## src/rtl/per2axi_resp_tracker.sv

```systemverilog
// Response stage of the peripheral-to-AXI bridge: rebuilds 32-bit peripheral responses from AXI R/B beats.
// Optional pending-entry consistency checking is enabled by defining PER2AXI_RESP_ERRCHK_EN.
module per2axi_resp_tracker #(
  parameter int PER_ID_WIDTH   = 5,
  parameter int AXI_ADDR_WIDTH = 32,
  parameter int AXI_DATA_WIDTH = 64,
  parameter int AXI_USER_WIDTH = 6,
  parameter int AXI_ID_WIDTH   = 3
) (
  input  logic                      clk_i,
  input  logic                      rst_i,

  input  logic                      trans_req_i,
  input  logic [AXI_ID_WIDTH-1:0]   trans_id_i,
  input  logic [AXI_ADDR_WIDTH-1:0] trans_add_i,
  input  logic                      atop_req_i,
  input  logic [AXI_ID_WIDTH-1:0]   atop_id_i,
  input  logic [AXI_ADDR_WIDTH-1:0] atop_add_i,

  input  logic                      axi_master_r_valid_i,
  input  logic [AXI_DATA_WIDTH-1:0] axi_master_r_data_i,
  input  logic [1:0]                axi_master_r_resp_i,
  input  logic                      axi_master_r_last_i,
  input  logic [AXI_ID_WIDTH-1:0]   axi_master_r_id_i,
  input  logic [AXI_USER_WIDTH-1:0] axi_master_r_user_i,
  output logic                      axi_master_r_ready_o,

  input  logic                      axi_master_b_valid_i,
  input  logic [1:0]                axi_master_b_resp_i,
  input  logic [AXI_ID_WIDTH-1:0]   axi_master_b_id_i,
  input  logic [AXI_USER_WIDTH-1:0] axi_master_b_user_i,
  output logic                      axi_master_b_ready_o,

  output logic                      per_slave_r_valid_o,
  output logic                      per_slave_r_opc_o,
  output logic [PER_ID_WIDTH-1:0]   per_slave_r_id_o,
  output logic [31:0]               per_slave_r_rdata_o,

  output logic                      resp_err_o
);

  localparam int NUM_IDS = 1 << AXI_ID_WIDTH;

  logic [NUM_IDS-1:0] hi_q, hi_d;
  logic [NUM_IDS-1:0] rd_pend_q, rd_pend_d;
  logic [NUM_IDS-1:0] atop_pend_q, atop_pend_d;

  logic r_fire, b_fire, b_silent, b_resp;

  logic                    rsp_valid_d, rsp_valid_q;
  logic                    rsp_opc_d, rsp_opc_q;
  logic [PER_ID_WIDTH-1:0] rsp_id_d, rsp_id_q;
  logic [31:0]             rsp_rdata_d, rsp_rdata_q;

  // AXI IDs beyond the peripheral ID width map to an all-zero ID.
  function automatic logic [PER_ID_WIDTH-1:0] id_to_onehot(input logic [AXI_ID_WIDTH-1:0] id);
    logic [PER_ID_WIDTH-1:0] oh;
    oh = '0;
    for (int i = 0; i < PER_ID_WIDTH; i++) oh[i] = (int'(id) == i);
    return oh;
  endfunction

  assign b_silent = atop_pend_q[axi_master_b_id_i];

  assign axi_master_r_ready_o = !rst_i;
  assign axi_master_b_ready_o = !rst_i && (!axi_master_r_valid_i || b_silent);

  assign r_fire = axi_master_r_valid_i && axi_master_r_ready_o;
  assign b_fire = axi_master_b_valid_i && axi_master_b_ready_o;
  // A response-producing B can only fire when R is idle, so it never competes with R.
  assign b_resp = b_fire && !b_silent;

  // Clears from this cycle's handshakes first, then notification sets override them.
  always_comb begin
    // NOTE: every signal gets a default at the top so no path leaves it unassigned (no latch).
    hi_d        = hi_q;
    rd_pend_d   = rd_pend_q;
    atop_pend_d = atop_pend_q;
    if (r_fire)              rd_pend_d[axi_master_r_id_i]   = 1'b0;
    if (b_fire && b_silent)  atop_pend_d[axi_master_b_id_i] = 1'b0;
    if (trans_req_i) begin
      rd_pend_d[trans_id_i] = 1'b1;
      hi_d[trans_id_i]      = trans_add_i[2];
    end
    if (atop_req_i) begin
      atop_pend_d[atop_id_i] = 1'b1;
      rd_pend_d[atop_id_i]   = 1'b1;
      hi_d[atop_id_i]        = atop_add_i[2];
    end
  end

`ifdef PER2AXI_RESP_ERRCHK_EN
  logic err_d, err_q;
`endif

  always_comb begin
    rsp_valid_d = 1'b0;
    rsp_opc_d   = 1'b0;
    rsp_id_d    = '0;
    rsp_rdata_d = '0;
`ifdef PER2AXI_RESP_ERRCHK_EN
    err_d       = 1'b0;
`endif
    if (r_fire) begin
      rsp_valid_d = 1'b1;
      rsp_opc_d   = axi_master_r_resp_i[1];
      rsp_id_d    = id_to_onehot(axi_master_r_id_i);
      rsp_rdata_d = hi_q[axi_master_r_id_i] ? axi_master_r_data_i[63:32]
                                            : axi_master_r_data_i[31:0];
`ifdef PER2AXI_RESP_ERRCHK_EN
      if (!rd_pend_q[axi_master_r_id_i]) begin
        rsp_opc_d = 1'b1;
        err_d     = 1'b1;
      end
`endif
    end else if (b_resp) begin
      rsp_valid_d = 1'b1;
      rsp_opc_d   = axi_master_b_resp_i[1];
      rsp_id_d    = id_to_onehot(axi_master_b_id_i);
      // SC semantics: EXOKAY reports success (0), anything else reports failure (1).
      rsp_rdata_d = {31'b0, axi_master_b_resp_i != 2'b01};
`ifdef PER2AXI_RESP_ERRCHK_EN
      // atop_pend is known clear on this path; a pending read on a write ID is inconsistent.
      if (rd_pend_q[axi_master_b_id_i]) begin
        rsp_opc_d = 1'b1;
        err_d     = 1'b1;
      end
`endif
    end
  end

  always_ff @(posedge clk_i) begin
    if (rst_i) begin
      hi_q        <= '0;
      rd_pend_q   <= '0;
      atop_pend_q <= '0;
      rsp_valid_q <= 1'b0;
      rsp_opc_q   <= 1'b0;
      rsp_id_q    <= '0;
      rsp_rdata_q <= '0;
    end else begin
      // NOTE: non-blocking assignments so every register samples pre-edge values.
      hi_q        <= hi_d;
      rd_pend_q   <= rd_pend_d;
      atop_pend_q <= atop_pend_d;
      rsp_valid_q <= rsp_valid_d;
      if (rsp_valid_d) begin
        rsp_opc_q   <= rsp_opc_d;
        rsp_id_q    <= rsp_id_d;
        rsp_rdata_q <= rsp_rdata_d;
      end
    end
  end

`ifdef PER2AXI_RESP_ERRCHK_EN
  always_ff @(posedge clk_i) begin
    if (rst_i) err_q <= 1'b0;
    else       err_q <= err_q | err_d;
  end
  assign resp_err_o = err_q;
`else
  assign resp_err_o = 1'b0;
`endif

  assign per_slave_r_valid_o = rsp_valid_q;
  assign per_slave_r_opc_o   = rsp_opc_q;
  assign per_slave_r_id_o    = rsp_id_q;
  assign per_slave_r_rdata_o = rsp_rdata_q;

  logic unused_ok;
  assign unused_ok = &{1'b0, axi_master_r_last_i, axi_master_r_user_i, axi_master_b_user_i,
                       trans_add_i, atop_add_i, axi_master_r_data_i, rd_pend_q};

endmodule

```

## config.mk

```make
export PLATFORM = sky130hd
export DESIGN_NAME = per2axi_resp_tracker
export DESIGN_NICKNAME = d
export VERILOG_FILES = /design/src/rtl/per2axi_resp_tracker.sv
export SDC_FILE = /design/constraint.sdc
export NUM_CORES = 1
export LEC_CHECK = 0
export ABC_AREA = 1
export ABC_CLOCK_PERIOD_IN_PS = 1800
export CORE_MARGIN = 2
export CORE_UTILIZATION = 36
export DETAILED_ROUTE_END_ITERATION = 12
export GPL_ROUTABILITY_DRIVEN = 0
export PLACE_DENSITY = 0.85
export SLEW_MARGIN = 20
export SYNTH_ARGS = -nofsm -noshare
export SYNTH_HDL_FRONTEND = slang
export SYNTH_SLANG_ARGS = --single-unit
```

## constraint.sdc

```tcl
create_clock -name clk_i -period 1.8 [get_ports clk_i]
set_input_delay 0.18 -clock clk_i [delete_from_list [all_inputs] [get_ports clk_i]]
set_output_delay 0.18 -clock clk_i [all_outputs]
set_load 0.02 [all_outputs]
```

# == Word level (Yosys, flattened, before mapping) ==
# Index checks and enable logic that the tools add are counted.
# op_classes
n_eq_ne,9
muxes,25
order_cmp,7
bitwise,3
n_reduce_logical,14
# ops
operator,n
2-to-1 mux 32 bit,2
2-to-1 mux 8 bit,4
"equality test 3 bit, second input constant",6
bitwise mux 8 bit,2
"less-than comparator 3 x 4 -> 1 bit, second input constant",4
2-to-1 mux 1 bit,10
2-to-1 mux 5 bit,2
demux 1 bit (select 3 bit),3
">= comparator 3 x 1 -> 1 bit, second input constant",3
bitwise AND 8 bit,1
logical AND 1 bit,8
NOT 8 bit,1
OR 8 bit,1
binary-select mux 1 bit (select 3 bit),2
"equality test 3 x 2 -> 1 bit, second input constant",2
zero test 3 bit,2
zero test 1 bit,3
"!= test 2 x 1 -> 1 bit, second input constant",1
logical OR 1 bit,1
# word_totals
ff_bits,55
inputBits,163
output_inout_bits,42
wordCells,64

# == Depth between registers and ports, before layout ==
# depth
word_depth,9
mapped_depth,13
depth_no_buf,12

# == Worst setup path after synthesis ==
# Ideal clock, no wire load.
# synth_path
path_kind,reg-to-reg
from,reg atop_pend_q[3]
to,reg atop_pend_q[1]
slack_ns,0.377
t_arrival_ns,1.365
path_stages_with_launch,11
synth_period_minus_slack_ns,1.423
setup_time_ns,0.058
path_cell_list,dfxtp_1 nand2_1 nand2_1 nand2_1 nand3_2 nand2_4 a21oi_2 nand4_1 nand3_1 nand2_1 inv_1
# synth_via
elab_chain_cells,9
# synth_rtl
item,line,rtl
from (decl),46,"logic [NUM_IDS-1:0] atop_pend_q, atop_pend_d;"
from (signal assigned),145,atop_pend_q <= atop_pend_d;
binary-select mux 1 bit (select 3 bit) *,63,assign b_silent = atop_pend_q[axi_master_b_id_i];
2-to-1 mux 1 bit (not written as such) *,63,
logical OR 1 bit *,66,assign axi_master_b_ready_o = !rst_i && (!axi_master_r_valid_i || b_silent);
logical AND 1 bit *,66,
net axi_master_b_ready_o,32,"output logic axi_master_b_ready_o,"
logical AND 1 bit *,69,assign b_fire = axi_master_b_valid_i && axi_master_b_ready_o;
logical AND 1 bit *,80,if (b_fire && b_silent) atop_pend_d[axi_master_b_id_i] = 1'b0;
2-to-1 mux 8 bit *,80,
OR 8 bit (no line),--,
2-to-1 mux 8 bit *,85,if (atop_req_i) begin
# Mark *: on every way through the listed nets, which the timed path passes. The rest lies on a longest branch. The select of a mux whose other input is x is not followed.
# A chain may end at the register's enable or synchronous reset.

# == Worst setup path after layout ==
# layout_path
from,reg atop_pend_q[1]
to,out axi_master_b_ready_o
# layout_via
elab_chain_cells,4
# layout_rtl
item,line
binary-select mux 1 bit (select 3 bit),63
2-to-1 mux 1 bit (not written as such),63
logical OR 1 bit,66
logical AND 1 bit,66
to (decl),32
# No other way between the ends. The select of a mux whose other input is x is not followed.

==> run summary <==
## Power and ir drop
• power per standard cell area: 615 mW/mm²
• relative contribution of sequential cells to total power: 45.3%
• Sw Ratio: 28.0%
• leakage dissipation: 0.00208 µW
• clock network power share: 27.6%
• Net Switching: 816 µW
• share of total power in combinational logic: 27.2%
• maximum ir drop on the vdd rail: 0.329 mV
• Power Internal: 2090 µW
• post-layout total power: 2910 µW

## GRT
• initial antenna violation count: 0
• Global Route met1 Usage: 23.3%
• vias in the first global route: 3,369
• met3 global-route usage: 3.84%
• global routing usage on met2: 36.7%
• first-pass GRT wire length: 15.0 mm
• sum of overflow across all layers after global routing: 0
• maximum number of pins on one net before global-route repair: 41
• routing layer with the top usage in global route: met2
• GRT Total Usage: 20.3%

## Die
• starting density of the core: 37.2%
• Chip Width: 96.3 µm
• floorplan die area: 0.00928 mm²
• total I/O pin count: 205
• die boundary height: 96.3 µm
• Placement Rows: 33
• Core Footprint: 0.00826 mm²

## Clock tree
• clock buffer count from CTS: 5
• clock transition time at the flip-flop clock pins of the worst setup and hold paths: 100 ps
• Max clock buf depth: 2
• count of H-tree levels built during CTS: 2
• TritonCTS clock tree: yes
• buffer type at the clock tree root: sky130_fd_sc_hd__clkbuf_8
• cts-stage hold buffer count: 0
• Clock Latency Late Sink: 310 ps
• Clock Sinks: 55

## Outcome
• status: finished, final reports clean

## Finish
• commonest cells after routing, fill and taps aside: sky130_fd_sc_hd__clkdlybuf4s50_1, sky130_fd_sc_hd__nand2_1, sky130_fd_sc_hd__inv_1
• most common cell after layout, fill and taps aside: sky130_fd_sc_hd__clkdlybuf4s50_1
• Non-Filler Instances: 715
• antenna diode count: 0
• number of fill cells: 758
• sequential cell area: 0.00110 mm²
• area used by multi-input combinational logic: 0.00154 mm²
• design area: 0.00473 mm²
• fraction of layout cells with a size suffix above 1: 11.6%
• layout net count: 773
• growth of design area from synthesis to finish: 54.2%

## Detailed routing
• detail-routed net length per standard cell: 13.5 µm
• post-DR vias/cell: 5.04
• total number of vias: 3,603
• total DRC errors in the routed layout: 0
• detailed-route wire length: 9.66 mm
• remaining antenna violation count: 0
• number of detailed-routing iterations run before antenna repair: 4
• drt first-iter violations: 145

## Place
• Post-Place Cells: 707
• number of port buffers: 127
• estimated wirelength of the detail-placed design: 7.55 mm
• Area after DPL: 0.00462 mm²

## Yosys
• share of the yosys chip area belonging to registers: 35.9%
• flip-flop and latch count after synthesis: 55
• mean cell area of the mapped netlist: 6.56 µm²
• cell count after synthesis: 468
• Yosys warnings: 0
• net count of the mapped netlist: 631
• Post-synth ARST share: 0%
• total standard cell area after synthesis: 0.00307 mm²
• Main synth FF type: sky130_fd_sc_hd__dfxtp_1
• count of distinct cell types in the synthesized netlist: 29
• number of synthesized flops with an enable pin: 0

## STA
• final number of setup-violating endpoints: 0
• worst clock skew on the final layout: 10.8 ps
• post-route worst hold slack: 403 ps
• clock period minus worst slack: 1700 ps
• top achievable clock speed: 0.587 GHz
• final max-slew violation count: 0
• Period Utilization, post-route: 94.7%
• Setup TNS Final: 0 ps
• RSZ-0062 raised after global routing: no
• number of failing hold endpoints at the final stage: 0

## Worst setup path
• category of the worst setup path capture point: output port
• Worst setup SP type: register
• largest fanout on the critical path: 3
• required time of the critical path: 1620 ps
• Arrival @ worst endpoint: 1520 ps
• Setup CP Type: reg -> out

## Worst hold path
• class of the worst hold path: in -> reg

## Run
• MaxCap Viol Count: 0

## power by group through the flow
stage	Clock, µW	Sequential, µW	Combinational [µW]
finish	802	1320	790
CTS	829	1320	790
global placement	0	1340	767
global route	868	1320	857
detailed placement	0	1340	788
floorplan	0	1400	305
## sequential cells by signal (all words and copies together) (netlist names)
name                 flops
per_slave_r_rdata_o     32
hi_q                     8
atop_pend_q              8
per_slave_r_valid_o      1
per_slave_r_opc_o        1
per_slave_r_id_o         5
## worst max-delay path, stage by stage (launching register included)
cell and delay [ps]:
sky130_fd_sc_hd__dfxtp_1 390, sky130_fd_sc_hd__nand2_1 80, sky130_fd_sc_hd__nand2_1 80, sky130_fd_sc_hd__nand2_1 80, sky130_fd_sc_hd__nand3_2 90, sky130_fd_sc_hd__nand2_4 60
sky130_fd_sc_hd__a21oi_2 160, sky130_fd_sc_hd__clkdlybuf4s15_2 280
## area by class of cell
type	count	share of cell area, %
clock inverters	1	0.635
repair buffers	158	32.7
clock buffers	6	1.53
well taps	105	2.78
multi-input cells	307	32.4
inverters	83	6.58
flip-flops and latches	55	23.3
## kinds of logic (layout without fill, tap and decap cells)
group                  count (synthesis)  after routing  synth area share, %
buffers and inverters                106            248                 14.2
other                                  1              1                0.122
AOI/OAI and AO/OA                    126            126                 23.6
DFF                                   55             55                 35.9
and+or+nand+nor                      180            180                 26.2
## final timing paths
kind                                              from  depth (start not counted)  slack [ps]                 endpoint
worst max-delay path                    atop_pend_q[1]                          7         100     axi_master_b_ready_o
worst min-delay path                             rst_i                          4         400           atop_pend_q[3]
worst max register to register          atop_pend_q[1]                         12         150  per_slave_r_rdata_o[24]
worst min register to register  per_slave_r_rdata_o[7]                          2         470   per_slave_r_rdata_o[7]
## synthesized netlist by cell type (7+ instances only)
master                     number  area, µm²
sky130_fd_sc_hd__a21oi_1       58        290
sky130_fd_sc_hd__clkbuf_1      10       37.5
sky130_fd_sc_hd__nand2_2       11       68.8
sky130_fd_sc_hd__nand4_1       11       68.8
sky130_fd_sc_hd__inv_1         80        300
sky130_fd_sc_hd__o211ai_1      14        105
sky130_fd_sc_hd__dfxtp_1       55       1100
sky130_fd_sc_hd__nor2_1        37        139
sky130_fd_sc_hd__nand3_1       16       80.1
sky130_fd_sc_hd__buf_2          7       35.0
sky130_fd_sc_hd__a21oi_2       10       87.6
sky130_fd_sc_hd__o21ai_0       35        175
sky130_fd_sc_hd__nand2_1       96        360
## metal layers
layer / share of wire [%] / vias to the layer above
li1: - / 1782
met1: 40 / 1639
met2: 50 / 155
met3: 6.9 / 27
met4: 2.4 / 0
met5: 0 / -
## repair_timing
action,in CTS,in global routing
setup buffers,0,1
gates resized for setup,4,2
endpoints found under the setup margin,1,16
## per-stage QoR
stage | setup WS (ps) | util [%]
2_1_floorplan | 377 | -
3_3_place_gp | -244 | 55.9
3_5_place_dp | -351 | 55.9
4_1_cts | 104 | 57.2
5_1_grt | 11.1 | 57.3
6_report | 95.8 | 57.3
(Power assumes the default switching activity.)
